## src/rtl/systolic_skew_buffer_if.sv

```systemverilog
// Operand/result bus between the upstream buffer, the skew buffer and the PE grid.
// master drives the input beat and controls; slave is the skew buffer.
interface systolic_skew_buffer_if #(
  parameter int LANES = 4,
  parameter int WIDTH = 16
);
  logic                   en;
  logic                   clear;
  logic                   in_valid;
  logic [LANES*WIDTH-1:0] in_data;
  logic [LANES-1:0]       out_valid;
  logic [LANES*WIDTH-1:0] out_data;
  logic                   busy;

  modport master (
    output en, clear, in_valid, in_data,
    input  out_valid, out_data, busy
  );

  modport slave (
    input  en, clear, in_valid, in_data,
    output out_valid, out_data, busy
  );
endinterface

```

## src/rtl/systolic_skew_buffer.sv

```systemverilog
// Per-lane delay line that skews (MODE 0) or deskews (MODE 1) a parallel vector
// for a systolic array; bubbles are zero-filled, with stall and synchronous flush.
module systolic_skew_buffer #(
  parameter int WIDTH      = 16,
  parameter int LANES      = 4,
  parameter int BASE_DELAY = 1,
  parameter int MODE       = 0
) (
  input logic                  clk,
  input logic                  reset,
  systolic_skew_buffer_if.slave bus
);

  if (LANES < 1) begin : g_bad_lanes
    $error("systolic_skew_buffer: LANES must be >= 1");
  end
  if (WIDTH < 1) begin : g_bad_width
    $error("systolic_skew_buffer: WIDTH must be >= 1");
  end
  if (BASE_DELAY < 0) begin : g_bad_delay
    $error("systolic_skew_buffer: BASE_DELAY must be >= 0");
  end

  logic [LANES-1:0]       lane_valid;
  logic [LANES*WIDTH-1:0] lane_data;
  logic [LANES-1:0]       lane_busy_d;
  logic                   busy_q;

  for (genvar i = 0; i < LANES; i++) begin : g_lane
    localparam int D = (MODE == 1) ? BASE_DELAY + (LANES - 1 - i) : BASE_DELAY + i;

    // Bubbles always carry zero data into the grid.
    logic [WIDTH-1:0] cap_data;
    assign cap_data = bus.in_valid ? bus.in_data[i*WIDTH +: WIDTH] : '0;

    if (D == 0) begin : g_pass
      assign lane_valid[i]                 = bus.in_valid;
      assign lane_data[i*WIDTH +: WIDTH]   = cap_data;
      assign lane_busy_d[i]                = 1'b0;
    end else begin : g_pipe
      logic [D-1:0]            v_q;
      logic [D-1:0]            v_d;
      logic [D-1:0][WIDTH-1:0] d_q;
      logic [D-1:0][WIDTH-1:0] d_d;

      // Clear beats enable; stall holds every stage.
      always_comb begin
        v_d = v_q;
        d_d = d_q;
        if (bus.clear) begin
          v_d = '0;
          d_d = '0;
        end else if (bus.en) begin
          v_d[0] = bus.in_valid;
          d_d[0] = cap_data;
          for (int k = 1; k < D; k++) begin
            v_d[k] = v_q[k-1];
            d_d[k] = d_q[k-1];
          end
        end
      end

      always_ff @(posedge clk or posedge reset) begin
        if (reset) begin
          v_q <= '0;
          d_q <= '0;
        end else begin
          v_q <= v_d;
          d_q <= d_d;
        end
      end

      assign lane_valid[i]               = v_q[D-1];
      assign lane_data[i*WIDTH +: WIDTH] = d_q[D-1];
      assign lane_busy_d[i]              = |v_d;
    end
  end

  // busy tracks the OR of stage valids by registering its next-state value.
  always_ff @(posedge clk or posedge reset) begin
    if (reset) begin
      busy_q <= 1'b0;
    end else begin
      busy_q <= |lane_busy_d;
    end
  end

  assign bus.out_valid = lane_valid;
  assign bus.out_data  = lane_data;
  assign bus.busy      = busy_q;

endmodule
```

## src/flat_wrapper.sv

```systemverilog
// flat-port wrapper written by rule: the top's interface ports become plain ports
module systolic_skew_buffer_flat 
#(
  parameter int WIDTH      = 16,
  parameter int LANES      = 4,
  parameter int BASE_DELAY = 1,
  parameter int MODE       = 0
)
  (clk, reset, bus_en, bus_clear, bus_in_valid, bus_in_data, bus_out_valid, bus_out_data, bus_busy);
  systolic_skew_buffer_if #(.LANES(LANES), .WIDTH(WIDTH)) bus_i ();
  input logic clk;
  input logic reset;
  input wire logic [$bits(bus_i.en)-1:0] bus_en;
  input wire logic [$bits(bus_i.clear)-1:0] bus_clear;
  input wire logic [$bits(bus_i.in_valid)-1:0] bus_in_valid;
  input wire logic [$bits(bus_i.in_data)-1:0] bus_in_data;
  output wire logic [$bits(bus_i.out_valid)-1:0] bus_out_valid;
  output wire logic [$bits(bus_i.out_data)-1:0] bus_out_data;
  output wire logic [$bits(bus_i.busy)-1:0] bus_busy;
  assign bus_i.en = bus_en;
  assign bus_i.clear = bus_clear;
  assign bus_i.in_valid = bus_in_valid;
  assign bus_i.in_data = bus_in_data;
  assign bus_out_valid = bus_i.out_valid;
  assign bus_out_data = bus_i.out_data;
  assign bus_busy = bus_i.busy;
  systolic_skew_buffer #(.WIDTH(WIDTH), .LANES(LANES), .BASE_DELAY(BASE_DELAY), .MODE(MODE)) u_core (.clk(clk), .reset(reset), .bus(bus_i));
endmodule
```

## config.mk

```make
export PLATFORM = sky130hd
export DESIGN_NAME = systolic_skew_buffer_flat
export DESIGN_NICKNAME = d
export VERILOG_FILES = /design/src/rtl/systolic_skew_buffer_if.sv /design/src/rtl/systolic_skew_buffer.sv /design/src/flat_wrapper.sv
export SDC_FILE = /design/constraint.sdc
export NUM_CORES = 1
export LEC_CHECK = 0
export CAP_MARGIN = 10
export CORE_MARGIN = 10
export CORE_UTILIZATION = 54
export CTS_BUF_LIST = sky130_fd_sc_hd__clkbuf_4
export DETAILED_ROUTE_END_ITERATION = 8
export GPL_ROUTABILITY_DRIVEN = 0
export PLACE_DENSITY_LB_ADDON = 0.25
export SLEW_MARGIN = 20
export SYNTH_ARGS = -nofsm -noshare
export SYNTH_HDL_FRONTEND = slang
export SYNTH_SLANG_ARGS = --single-unit
```

## constraint.sdc

```tcl
create_clock -name clk -period 6.5 [get_ports clk]
set_input_delay 1.3 -clock clk [delete_from_list [all_inputs] [get_ports clk]]
set_output_delay 1.3 -clock clk [all_outputs]
set_load 0.005 [all_outputs]
```

==> flow_metrics.tcl <==
set metrics [dict create \
    synth_common_cells "171 x dfrtp_1, 121 x nor2_1, 101 x mux2i_1" \
    avgViaCountPerCell 5.248 \
    switching_share_pct 25.39 \
    first_pass_iters 5 \
    first_global_vias 4659 \
    slew_viol_final 0 \
    powerDensity_mw_per_mm2 224.7 \
    synth_edf_count 0 \
    io_buffers 137 \
    drtIter0Drc 296 \
    p_seq_share_pct 58.5 \
    grt_max_degree 114 \
    wirelength_um 14660 \
    whs_path_depth 1 \
    clock_latency_ps 580 \
    syn_inst 582 \
    fin_area_mm2 0.008408 \
    place_inst 802 \
    grt_setup_unrepaired "no" \
    cts_made_buffers 17 \
    r2r-end "u_core.bus.busy" \
    rr_startpoint "u_core.g_lane[1].g_pipe.v_q[1]" \
    fin_crit_ps 3132 \
    syn_to_final_growth_pct 18.77 \
    cts_num_sinks 171 \
    maxCapViolCount 0 \
    layout.nets 719 \
    crit_path_start_kind "input pin" \
    worstMarginPinSlew_ps 978.0 \
    hold_viol 0 \
    die_area_mm2 0.01809 \
    cp-endpoint "u_core.g_lane[0].g_pipe.d_q[14]" \
    initial_core_util_pct 55.65 \
    nFillCells 1011 \
    cp-end-kind "flop" \
    ioPinCount 138 \
    ant_nets 0 \
    setup_viol 0 \
    synth_top_cell_area_share_pct 60.45 \
    worst-setup-path-type "input pin to flop" \
    rrSetupSlack_ps 5460 \
    htree_levels 4 \
    antenna_found_initial 1 \
    power.internal_mw 1.410 \
    startpoint "bus_en" \
    die_w_um 134.5 \
    finalCritPeriodShare_pct 48.18 \
    ys.flop_type "dfrtp_1" \
    syn_area_mm2 0.007079 \
    cts_tree "done" \
    grt_use_total_pct 16.49 \
    drc 0 \
    power_switching_uw 479.7 \
    pwr-share-comb_pct 9.2 \
    fin_util_pct 66.09 \
    netlist_top_cells_area "dfrtp_1 60%, mux2i_1 14%, buf_4 6.5%" \
    grt_overflow 0 \
    clockBufferDepth 2 \
    critPathArrivalTime_ps 3650 \
    cts_resized 0 \
    ys_warn_count 0 \
    post_dp_cell_area_mm2 0.008097 \
    wl_per_cell_um 17.54 \
    rr_worst_depth 2 \
    finalSetupTns_ps 0 \
    place_hpwl_um 9898 \
    cts_setup_buffers 0 \
    yosys.area.top_type "dfrtp_1" \
    synthMostInstantiatedCell "dfrtp_1" \
    cts.root.buffer_cell "clkbuf_4" \
    syn_avg_cell_area_um2 12.16 \
    synth-seq-area-share_pct 60.45 \
    fin_cells 836 \
    hold_class "flop to flop" \
    synthesis.nets 651 \
    fin_skew_ps 14.94 \
    clock_power_share_pct 32.3 \
    grt_first_pass_wirelength_um 23980 \
    vias 4387 \
    hold_buffers 0 \
    die_y_um 134.5 \
    leakage_nw 4.082 \
    rows 41 \
    p_total_mw 1.889 \
    coreArea_mm2 0.01272 \
    worstPathRequired_ps 7020 \
    drive_gt1_share_pct 6.335 \
    crit_fanout 63 \
    relSlewSlack_pct 34.80 \
    status "finished clean" \
    max_freq_ghz 0.3193 \
    async_flop_share_pct 100.0 \
    ys_types 17 \
    synth-seq-cells 171 \
    cts.clk_slew.worst_paths_ps 140 \
    max-vdd-ir-drop_mv 0.1223 \
]
-- critical path: stages --
cell and delay [ps]:
buf_6 500, and2_1 730, nor2b_4 660, buf_16 250, a22o_1 170
-- routing by layer --
layer / track usage [%] / up-vias / share of wire (%)
li1: - / 2054 / -
met1: 21.33 / 2206 / 46
met2: 25.12 / 115 / 46
met3: 5.972 / 12 / 6.8
met4: 5.623 / 0 / 1.2
met5: 0 / - / 0
-- metrics by stage --
step / hold WS (ps) / setup WS, ps
after floorplan: 465.6 / 568.2
after global placement: 482.8 / 2531
after detailed placement: 481.0 / 2774
after CTS: 518.5 / 3391
after global routing: 531.6 / 3236
final: 517.9 / 3368
-- worst min path at each step --
stage                                         start                               to
finish              u_core.g_lane[0].g_pipe.d_q[11]  u_core.g_lane[0].g_pipe.d_q[11]
global route         u_core.g_lane[2].g_pipe.d_q[1]   u_core.g_lane[2].g_pipe.d_q[1]
floorplan           u_core.g_lane[1].g_pipe.d_q[15]  u_core.g_lane[1].g_pipe.d_q[15]
CTS                  u_core.g_lane[2].g_pipe.d_q[1]   u_core.g_lane[2].g_pipe.d_q[1]
global placement     u_core.g_lane[3].g_pipe.d_q[1]   u_core.g_lane[3].g_pipe.d_q[1]
detailed placement  u_core.g_lane[0].g_pipe.d_q[11]  u_core.g_lane[0].g_pipe.d_q[11]
-- power by group through the flow --
stage	registers [mW]	logic, mW	clock network, mW
CTS	1.10	0.176	0.625
floorplan	1.12	0.105	0
finish	1.10	0.174	0.611
global placement	1.12	0.169	0
detailed placement	1.12	0.175	0
global route	1.11	0.190	0.673
-- layout by cell type (no fill, tap or decap) --
cell,synthesis,layout
buf_16,0,1
nor4_1,2,2
buf_8,0,1
inv_6,0,4
mux2i_1,101,101
nor2b_4,0,1
nor2_4,0,1
nand2b_1,1,1
a31oi_1,1,1
o41ai_1,1,1
nor2b_1,20,19
dfrtp_1,171,171
buf_4,61,4
and2_1,1,1
clkinv_4,0,4
bufinv_16,0,2
clkbuf_4,0,17
nor2_1,121,120
clkinvlp_4,0,6
a21o_1,4,4
a22o_1,46,46
diode_2,0,1
buf_6,7,1
clkdlybuf4s50_1,0,135
a21oi_1,19,19
-- registers in the layout, indices dropped and copies added (netlist names) --
signal	count
u_core.g_lane.g_pipe.d_q	112
u_core.bus.busy	1
u_core.bus.out_data	48
u_core.g_lane.g_pipe.v_q	10
-- cell families after synthesis --
family	Yosys count	synth area share (%)
flip-flops	171	60.45
AND/OR/NAND/NOR	145	8.537
multiplexers	101	14.28
buffers and inverters	94	9.067
AO/OA/AOI/OAI	71	7.671
-- area by class of cell --
| type | instances | area, µm² | share of cell area (%) |
|---|---|---|---|
| sequential | 171 | 4279 | 50.89 |
| inverter | 1 | 8.758 | 0.1042 |
| clock buffer | 17 | 127.6 | 1.518 |
| clock inverter | 15 | 166.4 | 1.979 |
| antenna | 1 | 2.502 | 0.02976 |
| multi-input combinational | 317 | 2173 | 25.85 |
| tap | 172 | 215.2 | 2.560 |
| timing repair buffer | 142 | 1435 | 17.07 |
No activity file was read; power rests on OpenSTA's default activity.
